[config.mk]
export PLATFORM = sky130hd
export DESIGN_NAME = usb_cdc_tx_sched
export DESIGN_NICKNAME = d
export VERILOG_FILES = /design/src/rtl/usb_cdc_pkg.sv /design/src/rtl/usb_cdc_idle_timer.sv /design/src/rtl/usb_cdc_tx_sched.sv
export SDC_FILE = /design/constraint.sdc
export NUM_CORES = 1
export LEC_CHECK = 0
export ABC_AREA = 1
export CAP_MARGIN = 0
export CELL_PAD_IN_SITES_DETAIL_PLACEMENT = 1
export CELL_PAD_IN_SITES_GLOBAL_PLACEMENT = 2
export CORE_ASPECT_RATIO = 0.75
export CORE_UTILIZATION = 27
export DETAILED_ROUTE_END_ITERATION = 10
export GPL_TIMING_DRIVEN = 1
export PLACE_DENSITY_LB_ADDON = 0.1
export SETUP_SLACK_MARGIN = 0.5
export SKIP_LAST_GASP = 1
export SLEW_MARGIN = 20
export SYNTH_ARGS = -nofsm -noshare
export SYNTH_HDL_FRONTEND = slang
export SYNTH_HIERARCHICAL = 1
export SYNTH_SLANG_ARGS = --single-unit
[constraint.sdc]
create_clock -name clk -period 1.8 [get_ports clk]
set_input_delay 0.45 -clock clk [delete_from_list [all_inputs] [get_ports clk]]
set_output_delay 0.45 -clock clk [all_outputs]
set_load 0.005 [all_outputs]
[src/rtl/usb_cdc_pkg.sv]
// ---------------------------------------------------------------------------
// usb_cdc_pkg
// Shared definitions for the USB CDC TX scheduler:
//   - scheduler state encoding (2 bits)
//   - default burst length and the beat-counter width derived from it
// ---------------------------------------------------------------------------
package usb_cdc_pkg;

    localparam logic [1:0] ST_IDLE    = 2'd0;
    localparam logic [1:0] ST_COLLECT = 2'd1;
    localparam logic [1:0] ST_BURST   = 2'd2;

    localparam int DEFAULT_BURST_LEN = 8;

    // Beat counter is wide enough to count a default-length burst plus one
    // extra bit, which gives the 4-bit counter for the default of 8.
    localparam int BEAT_W = $clog2(DEFAULT_BURST_LEN) + 1;

endpackage

[src/rtl/usb_cdc_idle_timer.sv]
// ---------------------------------------------------------------------------
// usb_cdc_idle_timer
// Saturating up-counter used to measure how long the scheduler has been
// collecting bytes without reaching a full burst.
// Ports:
//   clk, rst_n : clock, asynchronous active-low reset
//   clr_i      : synchronous clear to 0 (wins over en_i)
//   en_i       : count enable, +1 per cycle, holds at all-ones
//   cnt_o      : current count, TW bits
// ---------------------------------------------------------------------------
module usb_cdc_idle_timer #(
    parameter int TW = 16
) (
    input  logic          clk,
    input  logic          rst_n,
    input  logic          clr_i,
    input  logic          en_i,
    output logic [TW-1:0] cnt_o
);

    logic [TW-1:0] cnt_q;

    always_ff @(posedge clk or negedge rst_n) begin
        if (!rst_n) begin
            cnt_q <= '0;
        end else if (clr_i) begin
            cnt_q <= '0;
        end else if (en_i && (cnt_q != '1)) begin
            cnt_q <= cnt_q + TW'(1);
        end
    end

    assign cnt_o = cnt_q;

endmodule

[src/rtl/usb_cdc_tx_sched.sv]
// ---------------------------------------------------------------------------
// usb_cdc_tx_sched
// Decides when bytes waiting in the TX FIFO are pushed to the USB CDC IN
// endpoint. Bytes are collected until a full burst is available, the idle
// timer expires, or a flush is requested; the burst is then streamed with a
// valid/ready handshake that pops the FIFO directly.
// Ports:
//   clk, rst_n     : clock, asynchronous active-low reset
//   en_i           : scheduler enable (only sampled in IDLE/COLLECT)
//   flush_i        : level-sensitive "send now" request
//   burst_len_i    : bytes per burst, 0 behaves as 1
//   timeout_i      : idle cycles in COLLECT before a short burst is forced
//   fifo_empty_i   : TX FIFO empty flag
//   fifo_level_i   : TX FIFO occupancy
//   fifo_rd_o      : TX FIFO pop (= in_valid_o & in_ready_i)
//   in_valid_o     : valid toward IN endpoint
//   in_ready_i     : ready from IN endpoint
//   busy_o         : scheduler not idle
//   burst_done_o   : one-cycle pulse in the last cycle of a burst
//   short_o        : with burst_done_o, burst was started by flush/timeout
//   burst_cnt_o    : completed bursts, wraps at 16 bits
// ---------------------------------------------------------------------------
module usb_cdc_tx_sched
    import usb_cdc_pkg::*;
#(
    parameter int AW = 4,
    parameter int TW = 16
) (
    input  logic          clk,
    input  logic          rst_n,
    input  logic          en_i,
    input  logic          flush_i,
    input  logic [AW-1:0] burst_len_i,
    input  logic [TW-1:0] timeout_i,
    input  logic          fifo_empty_i,
    input  logic [AW-1:0] fifo_level_i,
    output logic          fifo_rd_o,
    output logic          in_valid_o,
    input  logic          in_ready_i,
    output logic          busy_o,
    output logic          burst_done_o,
    output logic          short_o,
    output logic [15:0]   burst_cnt_o
);

    // Common width for comparing the beat counter against the burst length.
    localparam int CW = (AW > BEAT_W) ? AW : BEAT_W;

    logic [1:0]        state_q, state_d;
    logic [BEAT_W-1:0] beat_q;
    logic [BEAT_W-1:0] beat_inc;
    logic              short_q;
    logic [15:0]       burst_cnt_q;
    logic [TW-1:0]     timer;

    logic [AW-1:0]     eff_len;
    logic              in_collect, in_burst;
    logic              hs;
    logic              level_hit, timeout_hit, trigger;
    logic              start_burst;
    logic              last_beat, early_end, burst_end;

    usb_cdc_idle_timer #(.TW(TW)) u_timer (
        .clk   (clk),
        .rst_n (rst_n),
        .clr_i (~in_collect),
        .en_i  (in_collect),
        .cnt_o (timer)
    );

    assign eff_len    = (burst_len_i == '0) ? AW'(1) : burst_len_i;
    assign in_collect = (state_q == ST_COLLECT);
    assign in_burst   = (state_q == ST_BURST);

    // FIFO data is consumed combinationally: valid simply mirrors "not empty"
    // while bursting, and a handshake is the pop.
    assign in_valid_o = in_burst & ~fifo_empty_i;
    assign hs         = in_valid_o & in_ready_i;
    assign fifo_rd_o  = hs;

    // Trigger sources. Level has priority for the short flag: a burst is
    // only "short" if the FIFO did not already hold a full burst.
    assign level_hit   = (fifo_level_i >= eff_len);
    assign timeout_hit = (timer >= timeout_i);
    assign trigger     = level_hit | flush_i | timeout_hit;
    assign start_burst = in_collect & en_i & trigger;

    assign beat_inc  = beat_q + BEAT_W'(1);
    assign last_beat = hs & (CW'(beat_inc) == CW'(eff_len));
    // FIFO ran dry after at least one byte went out: close the burst short.
    assign early_end = in_burst & fifo_empty_i & (beat_q != '0);
    assign burst_end = in_burst & (last_beat | early_end);

    always_comb begin
        state_d = state_q;
        case (state_q)
            ST_IDLE: begin
                if (en_i && !fifo_empty_i) state_d = ST_COLLECT;
            end
            ST_COLLECT: begin
                if (!en_i)        state_d = ST_IDLE;
                else if (trigger) state_d = ST_BURST;
            end
            ST_BURST: begin
                // en_i/flush_i deliberately ignored: a burst always completes.
                if (burst_end) state_d = ST_IDLE;
            end
            default: state_d = ST_IDLE;
        endcase
    end

    always_ff @(posedge clk or negedge rst_n) begin
        if (!rst_n) begin
            state_q     <= ST_IDLE;
            beat_q      <= '0;
            short_q     <= 1'b0;
            burst_cnt_q <= '0;
        end else begin
            state_q <= state_d;
            if (start_burst) begin
                beat_q  <= '0;
                short_q <= ~level_hit;
            end else if (hs) begin
                beat_q  <= beat_inc;
            end
            if (burst_end) begin
                burst_cnt_q <= burst_cnt_q + 16'd1;
            end
        end
    end

    assign busy_o       = (state_q != ST_IDLE);
    assign burst_done_o = burst_end;
    assign short_o      = burst_end & short_q;
    assign burst_cnt_o  = burst_cnt_q;

endmodule

* After elaboration in Yosys (flattened, before gate mapping)
Cells that the tools add are included.
** Storage, ports and cells
- Logic and storage cells :: 51
- Register bits after elaboration :: 39
** Cells by class
- Order comparisons :: 2
- Reduce and logical (&&, ||, !) cells :: 9
- Bitwise gates (word level) :: 14
- Add/subtract/negate cells :: 3
- Mux-type cells :: 10
- Equal/unequal tests :: 8
** Operators with widths (number)
- $add 16x1->16 const B :: 2
- $mux 16 :: 2
- $ge 16x16->1 :: 1
- $ne 16x16->1 const B :: 1
- $mux 4 :: 3
- $and 1x1->1 :: 9
- $mux 2 :: 4
- $pmux 2 s3 :: 1
- $add 4x1->4 const B :: 1
- $eq 4x4->1 :: 1
- $ge 4x4->1 :: 1
- $logic_not 4->1 :: 1
- $ne 2x1->1 const B :: 2
- $reduce_bool 2->1 :: 2
- $reduce_bool 4->1 :: 1
- $ne 3x3->1 const B :: 1
- $or 1x1->1 :: 3
- $reduce_and 3->1 :: 1
- $eq 2x1->1 const B :: 1
- $eq 2x2->1 const B :: 1
- $logic_and 1x1->1 :: 2
- $logic_not 2->1 :: 1
- $ne 2x2->1 const B :: 1
- $not 1->1 :: 2
- $logic_not 1->1 :: 1

* Longest topological paths before layout
Gate-level depths: netlist of the first run.
- Word-level depth :: 8
- Depth in mapped cells :: 14
- Gate-level depth less buffers :: 14

* By module
The synthesis of the first run kept the hierarchy.
** Modules (own cells, without submodules)
- usb_cdc_tx_sched :: area an instance 2031.9 um^2, cells an instance 282, times used 1, sequential area each 575.6 um^2
- usb_cdc_idle_timer :: area an instance 1037.2 um^2, cells an instance 144, times used 1, sequential area each 400.4 um^2

* Worst setup path before layout of the first run
Ideal clock, no wire load.
- Kind :: register -> output
- From :: register beat_q[0]
- To :: output short_o
- Cell stages (with the launch flop) :: 12
- Data arrival time :: 1.504 ns
- Path slack :: -0.154 ns
- Cell sequence :: dfrtp_1 inv_1 ha_1 inv_1 nand2_1 nand2_1 nand3_1 nor2_2 nand3_2 nand2_4 inv_1 nor2_1
** Between the ends
- Longest elaborated chain between the ends :: 6
** RTL lines
- start: declaration :: line usb_cdc_tx_sched.sv:50 : logic [BEAT_W-1:0] beat_q;
- start signal: assignment :: line usb_cdc_tx_sched.sv:124 : beat_q <= beat_inc;
- $add 4x1->4 :: line usb_cdc_tx_sched.sv:88 : assign beat_inc = beat_q + BEAT_W'(1);
- $eq 4x4->1 :: line usb_cdc_tx_sched.sv:89 : assign last_beat = hs & (CW'(beat_inc) == CW'(eff_len));
- $and 1x1->1 :: line usb_cdc_tx_sched.sv:89
- $or 1x1->1 (*) :: line usb_cdc_tx_sched.sv:92 : assign burst_end = in_burst & (last_beat | early_end);
- $and 1x1->1 (*) :: line usb_cdc_tx_sched.sv:92
- $and 1x1->1 (*) :: line usb_cdc_tx_sched.sv:134 : assign short_o = burst_end & short_q;
- end: declaration :: line usb_cdc_tx_sched.sv:42 : output logic short_o,
Every way passes the cells marked *; elsewhere a longest branch is shown, timed or not.

* Worst setup path after layout of the first run
Same ends and word-level chain as after synthesis.

==> out/qor.yml, run 1 <==
grtUsageTotal: 0.1939
grt-ovfl-total: 0
yosys.area.top_type_share: 0.3180
htreeDepth: 2
die_w_um: 125.1
area_delta_synth_final_pct: 75.13
fin_ws_ns: -0.4856
slew_violations: 0
cts-buffers-inserted: 5
final_cell_area_mm2: 0.005375
clock_sinks: 39
layout_common_cells: "83 x nand2_1, 83 x buf_4, 42 x inv_1, 32 x dfrtp_1, 29 x nand3_1"
final.setup.tns_ns: -3.280
fin_nets: 640
die_area_mm2: 0.01180
grt_pass1_wl_um: 17950
clk_latency_ns: 0.28
worst_r2r_path_depth: 15
cts_tree: "built"
slew_headroom: 0.6346
pin_count: 51
drc: 0
detail-route-antenna-nets: 0
worst_slew_pin_slew_ns: 0.5481
syn_nets: 480
total_leakage_power_nw: 2.799
ir_drop_uv: 359.6
path_class: "reg2out"
globalplace.congestion: 0.7353
stdcell_count: 727
worstPathArrival_ns: 1.84
grt_max_degree: 40
timing.rr.start: "beat_q[0]"
min_period_over_period: 1.270
antenna_found_initial: 0
power.density_mw_per_mm2: 857.9
hpwl_um: 7440
seq_area_frac_synth: 0.3180
outcome: "finished with violations"
synth_cell_types: 30
cts.clk_slew.worst_paths_ns: 0.06
start_util: 0.2794
hp-class: "in2async"
coreArea_mm2: 0.01098
synth-seq-cells: 39
viasPerCell: 4.587
max_cap_viol_count: 0
setup_violations: 19
syn_area_per_cell_um2: 7.205
cp.required_ns: 1.35
io_buffer_count: 50
synth.cell_area_mm2: 0.003069
cts_root_buf: "clkbuf_16"
holdBufCountCts: 0
worstSetupEndpointType: "output pin"
drt_iter0_markers: 71
drive_above_1_share: 0.4940
yosysTopAreaCell: "dfrtp_1"
rows: 33
syn_inst: 426
wl_per_cell_um: 14.91
dpl_cell_area_mm2: 0.004268
dp.cells: 669
yosys_warnings: 6
rsz0062_at_grt: "yes"
drt-pass1-iter-count: 6
antennaDiodeCount: 0
grt_pass1_vias: 3589
fin_hold_ws_ns: 0.2370
routed_wl_um: 10840
crit_start: "beat_q[0]"
finalClockSkew_ns: 0.004327
synth_area_leaders: "dfrtp_1 32%, nand2_1 15%, ha_1 9.8%"
place_ws_ns: -0.9068
fin_crit_ns: 2.286
timing_hold_violations_final: 0
vias: 3335
violations: "setup timing"
cp-start-kind: "flip-flop"
timing.rr.end: "burst_cnt_o[12]"
clockBufferDepth: 2
crit_path_max_fanout: 4
die_h_um: 94.34
r2r_setup_slack_ns: -0.19
fmax_mhz: 437.5
==> state kept, by name, indices dropped and copies added, names as in the netlist <==
name	flops
beat_q	4
burst_cnt_o	16
short_q	1
state_q	2
u_timer/cnt_o	16
==> cell usage after synthesis <==
library cell	instances
nand2_1	123
inv_1	71
dfrtp_1	39
nand3_1	38
nor2_1	31
ha_1	24
nand4_1	15
o21ai_0	15
xor2_1	13
a21oi_1	10
nor3_1	10
nand2_4	8
o21bai_1	3
xnor2_1	3
xnor2_2	3
buf_12	2
inv_2	2
nand2_2	2
nor2_2	2
nor2_4	2
a21o_1	1
buf_1	1
buf_2	1
buf_6	1
inv_4	1
nand3_2	1
nor3_2	1
o21ai_4	1
or2_2	1
xor2_2	1
==> report_power, final <==
part / internal (mW) / total [mW] / switching, mW
sequential: 1.04 / 1.17 / 0.135
clock: 0.590 / 0.967 / 0.377
combinational: 1.21 / 2.47 / 1.26
total: 2.84 / 4.61 / 1.77
==> cell families after synthesis <==
logic type / after synthesis / share of synthesized area
AND/OR/NAND/NOR: 234 / 0.3506
buffers and inverters: 79 / 0.1109
flip-flops: 39 / 0.3180
AO/OA/AOI/OAI: 30 / 0.05585
adder cells (fa/ha/maj): 24 / 0.09784
XOR/XNOR: 20 / 0.06686
==> layer usage <==
metal,global-route usage,share of wire,vias up
li1,-,-,1669
met1,0.2650,0.49,1610
met2,0.3268,0.47,47
met3,0.03003,0.025,9
met4,0.03760,0.0091,0
met5,0,0,-
==> how the worst max path moves through the flow <==
stage	end	slack [ns]	depth (start not counted)
floorplan	short_o	-0.1	11
global placement	short_o	-0.88	13
detailed placement	short_o	-0.91	13
CTS	short_o	-0.47	12
global route	short_o	-0.61	12
finish	short_o	-0.49	12
==> worst max-delay path, stage by stage, from the launching register on <==
cell and delay [ns]:
dfrtp_2 0.45, inv_2 0.10, ha_4 0.22, inv_4 0.06, nand2_2 0.05, nand2_2 0.05
nand3_2 0.07, nor2_2 0.11, nand3_2 0.12, nand2_4 0.12, inv_4 0.04, nor2_2 0.06
buf_2 0.11
==> timing repair <==
item | CTS | global route
pin swaps | 53 | 25
setup buffers | 38 | 8
endpoints found under the setup margin | 60 | 51
cloned | 4 | 0
hold endpoints to repair | 0 | 0
gates resized for setup | 233 | 54
==> per-stage QoR <==
stage / power (mW) / util
after floorplan: 2.021 / -
after global placement: 2.769 / 0.3886
after detailed placement: 2.794 / 0.3886
after CTS: 4.346 / 0.4646
after global routing: 4.909 / 0.4894
final: 4.612 / 0.4894
==> cell type report <==
type                       count  area [um2]
clock inverter                 1       7.507
tap                          140       175.2
timing repair buffer         157        1363
inverter                      74       340.3
timing repair inverter         1       16.27
clock buffer                   7       152.6
fill                        1328        5608
sequential                    39       984.7
multi-input combinational    308        2336
Power figures use the tool's default switching activity.
==> inputs of run 2 (changes only) <==
--- a/config.mk
+++ b/config.mk
@@ -16,7 +16,6 @@
 export PLACE_DENSITY_LB_ADDON = 0.1
 export SETUP_SLACK_MARGIN = 0.5
 export SKIP_LAST_GASP = 1
-export SLEW_MARGIN = 20
 export SYNTH_ARGS = -nofsm -noshare
 export SYNTH_HDL_FRONTEND = slang
 export SYNTH_HIERARCHICAL = 1
==> results of run 2 <==
Same layout as run 1: the final DEF is identical, and so are final timing and power.
==> inputs of run 3 (changes only) <==
--- a/config.mk
+++ b/config.mk
@@ -15,7 +15,6 @@
 export GPL_TIMING_DRIVEN = 1
 export PLACE_DENSITY_LB_ADDON = 0.1
 export SETUP_SLACK_MARGIN = 0.5
-export SKIP_LAST_GASP = 1
 export SYNTH_ARGS = -nofsm -noshare
 export SYNTH_HDL_FRONTEND = slang
 export SYNTH_HIERARCHICAL = 1
==> run 3 against run 2 <==
Against the previous run: the run still ends with setup timing left; worst setup slack better by 0.00081 ns; cell count is 0.14% lower; non-clock buffer count is 1 lower; via count hardly changed; sequential share of layout area is 0.21 points lower; critical path depth stayed put; register-to-register slack hardly changed; critical path type unchanged; first-iteration DRC count is 2.8% lower; wire length is 0.99% lower; largest cell class unchanged; power is 1.2% higher; largest power group unchanged.
==> out/qor.yml, run 3 (synthesis gave the netlist of run 1 again) <==
drt_iter0_markers: 69  # -2.8%
fin_crit_ns: 2.285  # -0.0008070 ns
hp-class: "in2async"
vias: 3338  # +0.090%
fin_nets: 639  # -0.16%
cts-buffers-inserted: 5  # unchanged
cts_root_buf: "clkbuf_16"
pin_count: 51  # unchanged
crit_start: "beat_q[0]"
outcome: "finished with violations"
crit_path_max_fanout: 4  # unchanged
grt_pass1_wl_um: 18000  # +0.27%
setup_violations: 19  # unchanged
drive_above_1_share: 0.5119  # +0.01791
worstSetupEndpointType: "output pin"
start_util: 0.2794  # unchanged
power.total_mw: 4.668  # +1.2%
clock_sinks: 39  # unchanged
dp.cells: 669  # unchanged
ir_drop_uv: 359.0  # -0.17%
coreArea_mm2: 0.01098  # unchanged
routed_wl_um: 10740  # -0.99%
layout_common_cells: "79 x nand2_1, 78 x buf_4, 41 x inv_1, 32 x dfrtp_1, 29 x nand3_1"
detail-route-antenna-nets: 0  # unchanged
slew_violations: 0  # unchanged
timing_hold_violations_final: 0  # unchanged
power.density_mw_per_mm2: 858.3  # about the same
htreeDepth: 2  # unchanged
grt_max_degree: 40  # unchanged
mostFrequentLayoutCell: "nand2_1"
die_h_um: 94.34  # unchanged
area_delta_synth_final_pct: 77.21
stdcell_count: 726  # -0.14%
timing.rr.start: "beat_q[0]"
clockBufferDepth: 2  # unchanged
final_cell_area_mm2: 0.005439  # +1.2%
slew_headroom: 0.6336  # -0.0009520
cts.clk_slew.worst_paths_ns: 0.06  # about the same
finalClockSkew_ns: 0.004243  # -0.00008449 ns
drt-pass1-iter-count: 6  # unchanged
clk_latency_ns: 0.28  # about the same
final.setup.tns_ns: -3.246  # +0.03409 ns
violations: "setup timing"
globalplace.congestion: 0.7353  # unchanged
cp.required_ns: 1.35  # about the same
grtUsageTotal: 0.1944  # +0.0005001
min_period_over_period: 1.269  # about the same
cts_tree: "built"
antenna_found_initial: 0  # unchanged
seqCellArea_um2: 984.7  # unchanged
rsz0062_at_grt: "yes"
finish.utilization: 0.4952  # +0.005810
dpl_cell_area_mm2: 0.004268  # unchanged
max_cap_viol_count: 0  # unchanged
worst_slew_pin_slew_ns: 0.5496  # +0.001428 ns
wl_per_cell_um: 14.79  # -0.85%
die_w_um: 125.1  # unchanged
grt_pass1_vias: 3612  # +0.64%
viasPerCell: 4.598  # +0.23%
antennaDiodeCount: 0  # unchanged
grt-ovfl-total: 0  # unchanged
path_class: "reg2out"
cp-start-kind: "flip-flop"
fin_ws_ns: -0.4848  # +0.0008070 ns
die_area_mm2: 0.01180  # unchanged
rows: 33  # unchanged
io_buffer_count: 50  # unchanged
total_leakage_power_nw: 2.842  # +1.5%
drc: 0  # unchanged
multi_input_area_mm2: 0.002382  # +2.0%
hpwl_um: 7440  # unchanged
nFillCells: 1313  # -1.1%
fmax_mhz: 437.7  # about the same
worstPathArrival_ns: 1.83  # about the same
place_ws_ns: -0.9068  # unchanged
fin_hold_ws_ns: 0.2377  # +0.0006270 ns
-- run 3: area by class of cell --
type	count	share of cell area
clock buffer	7	0.02807
clock inverter	1	0.001380
inverter	74	0.06303
multi-input combinational	308	0.4380
sequential	39	0.1810
tap	140	0.03221
timing repair buffer	156	0.2533
timing repair inverter	1	0.002991
-- run 3: final timing paths --
| kind | cells after the start | slack (ns) | to |
|---|---|---|---|
| max in group asynchronous | 2 | 1.16 | u_timer/cnt_o[9] |
| setup reg to reg | 14 | -0.19 | burst_cnt_o[3] |
| hold reg to reg | 2 | 0.48 | short_q |
| min in group clk | 2 | 0.48 | short_q |
| setup / recovery | 12 | -0.48 | short_o |
| hold / removal | 2 | 0.24 | burst_cnt_o[12] |
-- run 3: critical path, cell delays in order (launching register included) --
cell and delay (ns):
dfrtp_2 0.45, inv_2 0.10, ha_4 0.22, inv_4 0.06, nand2_2 0.05, nand2_2 0.06
nand3_2 0.07, nor2_2 0.10, nand3_2 0.12, nand2_4 0.12, inv_4 0.04, nor2_2 0.06
buf_2 0.11
-- run 3: timing repair --
| action | CTS | global route |
|---|---|---|
| pin swaps | 56 | 27 |
| setup buffers | 38 | 7 |
| cloned | 4 | 0 |
| setup endpoints to repair | 60 | 49 |
| hold buffers | 0 | 0 |
| gates resized for setup | 241 | 70 |
-- run 3: metal layers --
layer | GRT usage | vias up | share of wire
met5 | 0 | - | 0
met4 | 0.03760 | 0 | 0.0098
met3 | 0.03059 | 9 | 0.026
met2 | 0.3287 | 48 | 0.47
met1 | 0.2647 | 1614 | 0.50
li1 | - | 1667 | -
-- run 3: power breakdown --
group | switching (mW) | internal, mW | total, mW
registers | 0.137 | 1.04 | 1.18
clock network | 0.372 | 0.590 | 0.962
logic | 1.29 | 1.24 | 2.53
